### config.mk
export PLATFORM = sky130hd
export DESIGN_NAME = datapath_ctrl
export DESIGN_NICKNAME = d
export VERILOG_FILES = /design/src/rtl/datapath_ctrl.sv
export SDC_FILE = /design/constraint.sdc
export NUM_CORES = 1
export LEC_CHECK = 0
export BUFFER_PORTS_ARGS = -buffer_cell sky130_fd_sc_hd__clkbuf_2
export CAP_MARGIN = 20
export CORE_ASPECT_RATIO = 1.2
export CORE_MARGIN = 5
export CORE_UTILIZATION = 44
export CTS_CLUSTER_SIZE = 14
export DETAILED_ROUTE_END_ITERATION = 12
export PLACE_DENSITY = 0.82
export SLEW_MARGIN = 30
export SYNTH_ARGS = -nofsm -noshare
export SYNTH_HDL_FRONTEND = slang
export SYNTH_SLANG_ARGS = --single-unit
export TNS_END_PERCENT = 100
### constraint.sdc
create_clock -name clk -period 2.1 [get_ports clk]
set_input_delay 0.105 -clock clk [delete_from_list [all_inputs] [get_ports clk]]
set_output_delay 0.105 -clock clk [all_outputs]
set_load 0.01 [all_outputs]
### src/rtl/datapath_ctrl.sv
// Control FSM for ARM data-processing instructions: accepts an instruction word,
// checks its condition, then sequences the operand-read and execute steps.
module datapath_ctrl (
  input  logic        clk,
  input  logic        rst_n,
  input  logic        instr_valid,
  input  logic [31:0] instr,
  output logic        instr_ready,
  input  logic [31:0] status_in,
  output logic [3:0]  A_addr,
  output logic [3:0]  B_addr,
  output logic [3:0]  shift_addr,
  output logic [3:0]  w_addr1,
  output logic        w_en1,
  output logic [3:0]  w_addr2,
  output logic        w_en2,
  output logic        forward_w_data,
  output logic [1:0]  sel_A_in,
  output logic [1:0]  sel_B_in,
  output logic [1:0]  sel_shift_in,
  output logic        en_A,
  output logic        en_B,
  output logic        en_S,
  output logic        en_status,
  output logic        sel_shift,
  output logic [31:0] shift_imme,
  output logic [1:0]  shift_op,
  output logic        sel_A,
  output logic        sel_B,
  output logic        sel_post_shift,
  output logic [31:0] imme_data,
  output logic [2:0]  ALU_op,
  output logic        done
);

  typedef enum logic [1:0] {
    IDLE,
    DECODE,
    EXEC,
    DONE
  } state_t;

  state_t      state;
  state_t      state_nx;
  logic [31:0] ir;

  always_ff @(posedge clk or negedge rst_n) begin
    if (!rst_n) begin
      state <= IDLE;
      ir    <= '0;
    end else begin
      state <= state_nx;
      if (state == IDLE && instr_valid)
        ir <= instr;
    end
  end

  logic flag_n, flag_z, flag_c, flag_v;
  logic cond_ok;

  assign flag_n = status_in[31];
  assign flag_z = status_in[30];
  assign flag_c = status_in[29];
  assign flag_v = status_in[28];

  always_comb begin
    cond_ok = 1'b0;
    case (ir[31:28])
      4'b0000: cond_ok = flag_z;
      4'b0001: cond_ok = !flag_z;
      4'b0010: cond_ok = flag_c;
      4'b0011: cond_ok = !flag_c;
      4'b0100: cond_ok = flag_n;
      4'b0101: cond_ok = !flag_n;
      4'b0110: cond_ok = flag_v;
      4'b0111: cond_ok = !flag_v;
      4'b1000: cond_ok = flag_c && !flag_z;
      4'b1001: cond_ok = !flag_c || flag_z;
      4'b1010: cond_ok = flag_n == flag_v;
      4'b1011: cond_ok = flag_n != flag_v;
      4'b1100: cond_ok = !flag_z && (flag_n == flag_v);
      4'b1101: cond_ok = flag_z || (flag_n != flag_v);
      4'b1110: cond_ok = 1'b1;
      default: cond_ok = 1'b0;
    endcase
  end

  logic [3:0] opc;
  logic       op_and, op_eor, op_sub, op_add;
  logic       op_cmp, op_orr, op_mov;
  logic       op_ok;
  logic       run;

  assign opc    = ir[24:21];
  assign op_and = opc == 4'b0000;
  assign op_eor = opc == 4'b0001;
  assign op_sub = opc == 4'b0010;
  assign op_add = opc == 4'b0100;
  assign op_cmp = opc == 4'b1010;
  assign op_orr = opc == 4'b1100;
  assign op_mov = opc == 4'b1101;
  assign op_ok  = op_and | op_eor | op_sub | op_add
                | op_cmp | op_orr | op_mov;
  assign run    = cond_ok && (ir[27:26] == 2'b00) && op_ok;

  // Rotating a doubled copy right gives ROR in the low word.
  logic [4:0]  rot;
  logic [63:0] imm_dbl;
  logic [63:0] imm_shr;

  assign rot     = {ir[11:8], 1'b0};
  assign imm_dbl = {24'b0, ir[7:0], 24'b0, ir[7:0]};
  assign imm_shr = imm_dbl >> rot;

  logic [2:0] alu_dec;

  always_comb begin
    alu_dec = 3'b000;
    unique case (1'b1)
      op_add, op_mov: alu_dec = 3'b000;
      op_sub, op_cmp: alu_dec = 3'b001;
      op_and:         alu_dec = 3'b010;
      op_orr:         alu_dec = 3'b011;
      op_eor:         alu_dec = 3'b100;
      default:        alu_dec = 3'b000;
    endcase
  end

  always_comb begin
    state_nx       = state;
    instr_ready    = 1'b0;
    A_addr         = '0;
    B_addr         = '0;
    shift_addr     = '0;
    w_addr1        = '0;
    w_en1          = 1'b0;
    w_addr2        = '0;
    w_en2          = 1'b0;
    forward_w_data = 1'b0;
    sel_A_in       = '0;
    sel_B_in       = '0;
    sel_shift_in   = '0;
    en_A           = 1'b0;
    en_B           = 1'b0;
    en_S           = 1'b0;
    en_status      = 1'b0;
    sel_shift      = 1'b0;
    shift_imme     = '0;
    shift_op       = '0;
    sel_A          = 1'b0;
    sel_B          = 1'b0;
    sel_post_shift = 1'b0;
    imme_data      = '0;
    ALU_op         = '0;
    done           = 1'b0;
    case (state)
      IDLE: begin
        instr_ready = 1'b1;
        if (instr_valid)
          state_nx = DECODE;
      end
      DECODE: begin
        if (run) begin
          en_A       = 1'b1;
          en_B       = 1'b1;
          en_S       = 1'b1;
          A_addr     = ir[19:16];
          B_addr     = ir[3:0];
          shift_addr = ir[11:8];
          sel_shift  = ir[4];
          shift_imme = {27'b0, ir[11:7]};
          state_nx   = EXEC;
        end else begin
          state_nx   = DONE;
        end
      end
      EXEC: begin
        shift_op  = ir[25] ? 2'b11 : ir[6:5];
        sel_B     = ir[25];
        imme_data = imm_shr[31:0];
        sel_A     = op_mov;
        ALU_op    = alu_dec;
        w_addr1   = ir[15:12];
        w_en1     = !op_cmp;
        en_status = ir[20] | op_cmp;
        state_nx  = DONE;
      end
      DONE: begin
        done     = 1'b1;
        state_nx = IDLE;
      end
      default: state_nx = IDLE;
    endcase
  end

endmodule
# Word-level counts from Yosys, hierarchy flattened
# Cells that the tools add are included.
[word_totals]
word_cells = 81
in_bits = 67
regBits = 34
[classes]
mux = 28
reduce_logical = 17
shift = 1
bitwise = 7
eq_ne = 26
[op_table]
columns = ["cell", "count"]
rows = [
  ["$eq A4 B4 Y1 const B", 10],
  ["$shr A40 B5 Y32", 1],
  ["$mux W32", 1],
  ["$mux W4", 7],
  ["$eq A4 B3 Y1 const B", 5],
  ["$pmux W1 S15", 1],
  ["$eq A4 B2 Y1 const B", 3],
  ["$pmux W3 S4", 1],
  ["$mux W1", 11],
  ["$mux W5", 2],
  ["$eq A4 B1 Y1 const B", 2],
  ["$logic_not A4 Y1", 2],
  ["$pmux W2 S4", 1],
  ["$or A1 B1 Y1", 7],
  ["$mux W2", 3],
  ["$logic_and A1 B1 Y1", 5],
  ["$logic_not A1 Y1", 5],
  ["$eq A2 B2 Y1 const B", 2],
  ["$logic_not A2 Y1", 2],
  ["$mux W3", 1],
  ["$eq A2 B1 Y1 const B", 1],
  ["$logic_or A1 B1 Y1", 2],
  ["$ne A2 B2 Y1 const B", 1],
  ["$reduce_or A2 Y1", 1],
  ["2 further kinds", 2],
]

# Depth between registers and ports, before layout
# Gate-level depths: netlist of the first run.
[depth]
word_depth = 10
depth_mapped = 8
ltp_nobuf = 6

# Least setup slack after synthesis of the first run
# OpenSTA, ideal clock, no wires.
[synth_timing]
path_type = "register -> output"
startpoint = "register ir[29]"
endpoint = "output shift_imme[1]"
t_arrival_ps = 1940
stages_incl_launch_ff = 9
required_ps = 1995
n_path_buf = 3
path_slack_ps = 55
cell_sequence = "dfrtp_1 > buf_6 > mux2_4 > o32ai_2 > a211oi_2 > a311oi_4 > buf_6 > and2_1 > buf_4"
[synth_between]
elab_chain_len = 6
[synth_rtl]
columns = ["item", "line", "source"]
rows = [
  ["from (decl)", "45", "logic [31:0] ir;"],
  ["from (signal assigned)", "54", "ir <= instr;"],
  ["$eq A4 B4 Y1, or another cell as far along", "68", "case (ir[31:28])"],
  ["$pmux W1 S15 *", "68", ""],
  ["$logic_and A1 B1 Y1 * (2 in series)", "104", "assign run = cond_ok && (ir[27:26] == 2'b00) && op_ok;"],
  ["$mux W5 *", "163", "if (run) begin"],
  ["$mux W5 *", "156", "case (state)"],
  ["to (decl)", "26", "output logic [31:0] shift_imme,"],
]
# Every way passes the cells marked *; elsewhere a longest branch is shown, timed or not.

# Worst setup path after layout of the first run
[layout_timing]
startpoint = "register ir[29]"
endpoint = "output shift_addr[3]"
[layout_between]
elab_chain_len = 6
[layout_rtl]
columns = ["item", "line", "source"]
rows = [
  ["$eq A4 B4 Y1, or another cell as far along", "68", ""],
  ["$pmux W1 S15 *", "68", ""],
  ["$logic_and A1 B1 Y1 * (2 in series)", "104", ""],
  ["$mux W4 *", "163", ""],
  ["$mux W4 *", "156", ""],
  ["to (decl)", "12", "output logic [3:0] shift_addr,"],
]
# Marked as above.

==> results.yml, run 1 <==
setup_path:
  cp-startpoint: "ir[29]"
  reg2reg_slack_ps: 440
  crit_fanout: 16
  cp_num_buf_inv: 2
  cp_top_family: "compound AO/OA/AOI/OAI gates"
  end_kind: "primary output"
  arrival_ps: 2140
  worstSetupEndpoint: "shift_addr[3]"
  path_depth: 7
  required_ps: 2000
  rr_worst_depth: 5
  start_kind: "flop"
  slowest_delay_ps: 410
  cp_slowest_cell: "dfrtp_1"
  worstReg2RegStart: "state[0]"
  path_class: "reg -> out"
  worstPathCellList: "mux2_4 > o32ai_2 > a211oi_2 > a311oi_4 > buf_12 > and2_1 > clkbuf_2"
  regToRegEndpoint: "ir[15]"
routing:
  vias_per_cell: 4.940
  detail-route-antenna-nets: 0
  post_drt_wl_per_cell_um: 14.36
  routed_wl_um: 7138
  drc: 0
  drt_iter0_drc: 39
  vias: 2455
  drt_first_pass_iters: 4
cts:
  clkTransAtPathRegs_ps: 70
  cts_buffer_depth: 2
  h-tree-depth: 2
  clock-sinks: 34
  cts_tree: "built"
  cts_root_buf: "clkbuf_8"
  cts_buffers: 5
  clock_latency_ps: 280
pwr:
  fin_total_pwr_w: 0.004637
  ir_worst_vdd_mv: 0.8132
  total_leakage_power_nw: 1.713
  powerDensity_mw_per_mm2: 1357
timing:
  finalCritPeriodShare_pct: 107.1
  drv_slew: 0
  setup_viol: 21
  fmax_mhz: 444.6
  period_needed_ps: 2249
  finalWorstSetupSlack_ps: -149.0
  final_hold_viol_count: 0
  tns_ps: -2514
  rsz0062_at_grt: "true"
  finClkSkew_ps: 4.580
synth:
  synth_top_family_by_area: "simple AND/OR/NAND/NOR gates"
  yosysWarnings: 0
  synth_top_area_cell: "dfrtp_1"
  synth-seq-cells: 34
  synth-compound-area-share_pct: 10.39
  synth_edf_count: 0
  synth_area_mm2: 0.002818
  seq_area_frac_synth_pct: 30.20
  synth_area_leaders: "dfrtp_1 (30%), mux2_1 (13%), buf_4 (12%)"
  muxShareOfSynthArea_pct: 18.47
  ys.flop_type: "dfrtp_1"
  synth_xor_area_share_pct: 0.9325
  synthAdderAreaFrac_pct: 1.776
  synth_top_area_share_pct: 30.20
  async_flop_share_pct: 100.0
  avgSynthCellArea_um2: 9.002
  ys_types: 47
  synthSimpleGateAreaFrac_pct: 21.76
  netlist_instances: 313
global_route:
  grt_usage_pct: 17.24
  grt_max_degree: 35
  grt_pass1_wl_um: 11590
  gr-total-overflow: 0
  antenna_found_initial: 0
  grt_pass1_vias: 2415
worst_hold_path:
  worst_hold_path_type: "in -> reg"
status:
  violations: "setup timing"
  status: "complete, but fails checks"
floorplan:
  fp.dieH_um: 97.66
  row_count: 32
  initial_core_util_pct: 44.54
  dieWidth_um: 83.05
  fp.dieArea_mm2: 0.008111
  ioPinCount: 175
  core_mm2: 0.006326
placed_design:
  hpwl_um: 5701
  place_inst: 486
  gp_congestion: 0.8666
  port_buffers: 106
cells_and_area:
  syn_to_final_growth_pct: 21.23
  final_cell_mix: "clkbuf_2 (106), conb_1 (40), mux2_1 (33)"
  drive_gt1_share_pct: 34.47
  antenna_cells: 0
  n_fill_cell: 582
  fin_cells: 497
  nets: 482
  mostFrequentLayoutCell: "clkbuf_2"
flow_run:
  maxCapViolations: 0
power by group:
| group | switching (W) | total (W) | internal [W] | leakage, nW |
|---|---|---|---|---|
| clock network | 0.000229 | 0.000494 | 0.000264 | 0.0482 |
| registers | 0.000515 | 0.00151 | 0.000998 | 0.399 |
| logic | 0.00140 | 0.00263 | 0.00123 | 1.27 |
timing repair:
item	in CTS	in global routing
setup endpoints to repair	21	39
gates resized for setup	2	6
pin swaps	1	0
hold buffers	1	0
setup buffers	1	0
endpoints found under the hold margin	34	0
layer usage:
layer / up-vias / routed length, µm / part of all wire [%] / track usage (%)
li1: 1177 / - / - / -
met1: 1147 / 2530 / 35 / 18.41
met2: 117 / 3810 / 53 / 32.35
met3: 14 / 641 / 9.0 / 4.750
met4: 0 / 157 / 2.2 / 5.535
met5: - / 0 / 0 / 0
metrics by stage:
stage | instance area (µm²) | setup WS, ps | util, % | hold WS [ps]
2_1_floorplan | 2964 | 55.16 | - | -190.6
3_3_place_gp | 3251 | 159.1 | 51.38 | 258.9
3_5_place_dp | 3251 | 138.7 | 51.38 | 257.2
4_1_cts | 3364 | -164.7 | 53.18 | 22.79
5_1_grt | 3416 | -285.5 | 54.00 | 31.56
6_report | 3416 | -149.0 | 54.00 | 29.66
cell type report:
class | instances | area, µm² | share of cell area, %
clock buffers | 7 | 86.33 | 2.527
clock inverters | 1 | 5.005 | 0.1465
inverters | 4 | 15.01 | 0.4396
multi-input cells | 246 | 1679 | 49.16
flip-flops and latches | 34 | 853.3 | 24.98
well taps | 85 | 106.4 | 3.114
repair buffers | 120 | 670.6 | 19.63
Yosys cell counts (2+ instances only):
cell type	instances
o21ai_0	4
a21boi_1	2
o21a_1	4
nand4_1	2
and3b_1	2
nand2b_1	4
a31oi_1	2
inv_1	4
o22ai_1	8
buf_6	2
nor3b_1	3
nor2b_1	9
and2_1	27
a21oi_1	2
ha_1	4
buf_2	2
buf_4	46
buf_1	4
mux2i_1	10
mux2_2	3
dfrtp_1	34
nor2_1	27
a22oi_1	5
nand3b_1	6
o21ai_1	3
xor2_1	3
clkbuf_1	14
nor3_1	5
nand2_1	16
mux2_1	33
and3_1	2
o211ai_1	2
nand3_1	4
or3_1	2
worst min path at each step:
stage,to,depth (start not counted),from
after floorplan,ir[0],0,rst_n
after global placement,ir[29],1,rst_n
after detailed placement,ir[31],1,rst_n
after CTS,ir[0],2,instr[0]
after global routing,ir[6],2,instr[6]
final,ir[6],2,instr[6]
logic make-up (layout without fill, tap and decap cells):
group / count (synthesis) / in the layout
compound gates: 39 / 39
xor+xnor: 3 / 3
fa+ha+maj: 4 / 4
buf+inv: 72 / 132
flops: 34 / 34
mux: 47 / 47
other cells: 1 / 40
simple gates: 113 / 113
flip-flops by register name, indices dropped and copies added, names as in the netlist:
name	count
ir	32
state	2
worst reg2reg max path: cells and delay by family (launching register included):
family	cells	cell delay (ps)
adder cells (fa/ha/maj)	1	270
buffers and inverters	2	380
flip-flops	1	420
multiplexers	1	370
AND/OR/NAND/NOR	1	110
(Power assumes the default switching activity.)
==> inputs of run 2 (changes only) <==
--- a/config.mk
+++ b/config.mk
@@ -8,10 +8,9 @@
 export BUFFER_PORTS_ARGS = -buffer_cell sky130_fd_sc_hd__clkbuf_2
 export CAP_MARGIN = 20
-export CORE_ASPECT_RATIO = 1.2
 export CORE_MARGIN = 5
-export CORE_UTILIZATION = 44
+export CORE_UTILIZATION = 41
 export CTS_CLUSTER_SIZE = 14
 export DETAILED_ROUTE_END_ITERATION = 12
-export PLACE_DENSITY = 0.82
+export PLACE_DENSITY = 0.77
 export SLEW_MARGIN = 30
 export SYNTH_ARGS = -nofsm -noshare
==> constraint.sdc (replaced) <==
create_clock -name clk -period 2.1 [get_ports clk]
set_input_delay 0.105 -clock clk [delete_from_list [all_inputs] [get_ports clk]]
set_output_delay 0.105 -clock clk [all_outputs]
set_load 0.02 [all_outputs]
==> results.yml, run 2 (synthesized netlist as in run 1, its figures left out) <==
cells_and_area:
  largest_register_ffs: 32
  antenna_cells: 0
  syn_to_final_growth_pct: 28.06
  fin_cells: 494
  nets: 485
  mostFrequentLayoutCell: "clkbuf_2"
  top_register: "ir"
  final_core_util_pct: 53.41
  drive_gt1_share_pct: 37.68
  final_cell_mix: "clkbuf_2 (84), conb_1 (40), mux2_1 (33)"
  biggestRegsByFlops: "ir x32, state x2"
placed_design:
  dpl_worst_slack_ps: 75.81
  hpwl_um: 5678
  port_buffers: 106
  gp_congestion: 0.7687
  place_inst: 480
routing:
  vias_per_cell: 4.988
  post_drt_wl_per_cell_um: 15.15
  vias: 2464
  drt_iter0_drc: 73
  detail-route-antenna-nets: 0
  drt_first_pass_iters: 4
  routed_wl_um: 7482
  drc: 0
timing:
  period_needed_ps: 2321
  tightest_slew_ps: 803.3
  finalCritPeriodShare_pct: 110.5
  setup_viol: 21
  rsz0062_at_grt: "true"
  finalWorstSetupSlack_ps: -220.6
  maxSlewHeadroom_pct: 46.45
  final_hold_viol_count: 0
  drv_slew: 0
  finClkSkew_ps: 9.882
  fmax_mhz: 430.9
  hold_slack_ps: 24.36
worst_hold_path:
  worst_hold_path_type: "in -> reg"
pwr:
  powerDensity_mw_per_mm2: 1422
  total_leakage_power_nw: 1.774
  ir_worst_vdd_mv: 0.6838
cts:
  cts_buffer_depth: 2
  cts_tree: "built"
  clock-sinks: 34
  clock_latency_ps: 290
  cts_buffers: 5
  cts_root_buf: "clkbuf_8"
  clkTransAtPathRegs_ps: 70
  h-tree-depth: 2
floorplan:
  dieWidth_um: 92.90
  fp.dieArea_mm2: 0.008630
  initial_core_util_pct: 41.70
  core_mm2: 0.006756
  ioPinCount: 175
  row_count: 30
  fp.dieH_um: 92.90
global_route:
  gr-total-overflow: 0
  antenna_found_initial: 0
  grt_pass1_vias: 2414
  grt_usage_pct: 16.48
  grt_pass1_wl_um: 11410
  grt_max_degree: 35
setup_path:
  crit_fanout: 8
  required_ps: 2000
  arrival_ps: 2220
  path_class: "reg -> out"
  start_kind: "flop"
  end_kind: "primary output"
flow_run:
  maxCapViolations: 0
status:
  violations: "setup timing"
  status: "complete, but fails checks"
==> run 2: cell types whose count changed in the layout (fill, tap and decap cells not counted), sizes merged <==
cell    previous run  this run
clkinv             1         0
bufinv             0         1
clkbuf           113        94
buf               13        34
==> run 2: final cells by class <==
type | count | area, µm²
inverter | 4 | 15.01
timing repair buffer | 123 | 815.8
sequential | 34 | 857.1
multi-input combinational | 246 | 1708
fill | 623 | 3148
tap | 80 | 100.1
clock buffer | 6 | 82.58
clock inverter | 1 | 30.03
==> run 2: layer usage <==
metal,share of wire [%],global-route usage [%]
met1,39,18.57
met2,52,30.89
met3,8.0,4.630
met4,0.64,3.053
met5,0,0
==> run 2: critical path, cell delays in order (launching register included) <==
cell and delay [ps]:
dfrtp_1 430, mux2_4 330, o32ai_4 240, a211oi_4 70, a311oi_4 310, buf_4 180
clkbuf_16 140, and2_4 140, buf_6 110
==> run 2: final timing paths <==
path,endpoint,startpoint,slack (ps),cells after the start
setup / recovery,B_addr[0],ir[29],-220,8
hold reg to reg,ir[12],ir[12],490,1
max in group asynchronous,ir[28],rst_n,1080,2
setup reg to reg,ir[18],state[0],410,5
min in group asynchronous,ir[17],rst_n,460,2
hold / removal,ir[22],instr[22],20,2
==> run 2: what timing repair did <==
| action | in CTS | in global routing |
|---|---|---|
| setup endpoints to repair | 28 | 39 |
| hold endpoints to repair | 34 | 0 |
| pin swaps | 0 | 6 |
| hold buffers | 1 | 0 |
| buffers inserted | 0 | 5 |
| gates cloned | 0 | 1 |
| resized for setup | 22 | 53 |
==> run 2: stage by stage <==
| stage | TNS (ps) | power [W] | cell area, µm² |
|---|---|---|---|
| 6_report | -4056 | 0.005132 | 3608 |
| 5_1_grt | -5876 | 0.005546 | 3608 |
| 4_1_cts | -3565 | 0.004934 | 3417 |
| 3_5_place_dp | 0 | 0.004291 | 3241 |
| 3_3_place_gp | 0 | 0.004171 | 3241 |
| 2_1_floorplan | -18.62 | 0.003563 | 2968 |
==> run 2: power breakdown <==
group	total [W]	leakage (nW)	switching, W	internal, W
registers	0.00154	0.396	0.000532	0.00100
logic	0.00298	1.32	0.00166	0.00132
clock network	0.000619	0.0573	0.000239	0.000380
total	0.00513	1.77	0.00243	0.00271
==> inputs of run 3 (changes only) <==
Settings changed: BUFFER_PORTS_ARGS -buffer_cell sky130_fd_sc_hd__clkbuf_2 to not set, DONT_BUFFER_PORTS set to 1, PLACE_DENSITY 0.77 to not set, TNS_END_PERCENT 100 to not set.
==> results.yml, run 3 (synthesized netlist as in run 1, its figures left out) <==
status:
  status: "complete, but fails checks"
  violations: "setup timing"
floorplan:
  initial_core_util_pct: 41.70
  dieWidth_um: 92.90
  core_mm2: 0.006756
  row_count: 30
  ioPinCount: 175
  fp.dieArea_mm2: 0.008630
  fp.dieH_um: 92.90
cts:
  h-tree-depth: 2
  cts_buffers: 5
  clkTransAtPathRegs_ps: 70
  clock_latency_ps: 280
  clock-sinks: 34
  cts_root_buf: "clkbuf_8"
  cts_buffer_depth: 2
  cts_tree: "built"
routing:
  vias_per_cell: 5.050
  drt_iter0_drc: 54
  drt_first_pass_iters: 4
  vias: 2227
  detail-route-antenna-nets: 0
  routed_wl_um: 7107
  drc: 0
  post_drt_wl_per_cell_um: 16.12
cells_and_area:
  largest_register_ffs: 32
  fin_cells: 441
  top_register: "ir"
  biggestRegsByFlops: "ir x32, state x2"
  final_cell_mix: "conb_1 (40), mux2_1 (33), dlygate4sd3_1 (33), buf_4 (33), dfrtp_1 (31)"
  mostFrequentLayoutCell: "conb_1"
  antenna_cells: 0
  n_fill_cell: 632
  nets: 431
  final_core_util_pct: 50.31
  drive_gt1_share_pct: 19.94
  final_cell_area_mm2: 0.003400
  syn_to_final_growth_pct: 20.65
setup_path:
  slowest_delay_ps: 420
  crit_fanout: 16
  end_kind: "primary output"
  worstPathCellList: "mux2_4 > o32ai_2 > a211oi_2 > a311oi_4 > buf_12 > and2_4 > buf_12"
  cp_common_cell: "buf_12"
  rr_worst_depth: 5
  path_class: "reg -> out"
  cp_slowest_cell: "dfrtp_1"
  arrival_ps: 2170
  start_kind: "flop"
  required_ps: 2000
global_route:
  grt_pass1_vias: 2223
  grt_max_degree: 35
  antenna_found_initial: 0
  gr-total-overflow: 0
  grt_pass1_wl_um: 11030
  grt_usage_pct: 16.13
timing:
  maxSlewHeadroom_pct: 63.39
  finalCritPeriodShare_pct: 108.3
  tightest_slew_ps: 549.2
  final_hold_viol_count: 0
  finClkSkew_ps: 8.198
  drv_slew: 0
  fmax_mhz: 439.8
  setup_viol: 21
  finalWorstSetupSlack_ps: -173.6
  period_needed_ps: 2274
  rsz0062_at_grt: "true"
  hold_slack_ps: 61.35
pwr:
  powerDensity_mw_per_mm2: 1410
  total_leakage_power_nw: 1.511
  ir_worst_vdd_mv: 0.7502
placed_design:
  hpwl_um: 5292
  gp_congestion: 0.7943
  place_area_mm2: 0.002910
  place_inst: 399
  dpl_worst_slack_ps: 81.64
  port_buffers: 0
flow_run:
  maxCapViolations: 0
worst_hold_path:
  worst_hold_path_type: "in -> reg"
  min_path_cells: 2
[run 3: worst max-delay path: cells and delay by family, from the launching register on]
kind,cells,cell delay [ps]
AOI/OAI and AO/OA,3,690
buffers and inverters,2,300
DFF,1,420
muxes,1,320
and+or+nand+nor,1,160
[run 3: path summary, 6_finish.rpt]
path	from	to	slack, ps
setup / recovery	ir[29]	shift_addr[3]	-170
hold / removal	instr_valid	state[1]	60
setup reg to reg	state[0]	ir[18]	230
hold reg to reg	ir[19]	ir[19]	490
max in group asynchronous	rst_n	ir[9]	1620
min in group asynchronous	rst_n	ir[26]	280
[run 3: stage by stage]
stage	power (W)	setup TNS [ps]
final	0.004794	-2248
after global routing	0.005200	-4702
after CTS	0.004735	-2748
after detailed placement	0.004149	0
after global placement	0.004062	0
after floorplan	0.003563	-18.62
[run 3: area by class of cell]
cell class / count / area (µm²) / area share [%]
Clock buffer: 7 / 86.33 / 2.540
Clock inverter: 1 / 5.005 / 0.1472
Inverter: 4 / 15.01 / 0.4417
Multi-Input combinational cell: 246 / 1700 / 50.02
Sequential cell: 34 / 854.6 / 25.14
Tap cell: 80 / 100.1 / 2.944
Timing Repair Buffer: 69 / 638.1 / 18.77
[run 3: routing by layer]
layer	GRT usage [%]	routed length, µm
met1	17.94	2725
met2	29.93	3683
met3	4.224	583
met4	4.640	114
met5	0	0
[run 3: where the power goes]
part	switching, W	total, W	internal [W]
Sequential	0.000535	0.00153	0.000999
Combinational	0.00157	0.00276	0.00119
Clock	0.000234	0.000499	0.000264
[run 3: timing repair]
item,CTS,global route
gates resized for setup,16,6
endpoints found under the hold margin,66,0
endpoints found under the setup margin,25,27
gates cloned,0,0
setup buffers,0,0
hold buffers,34,0
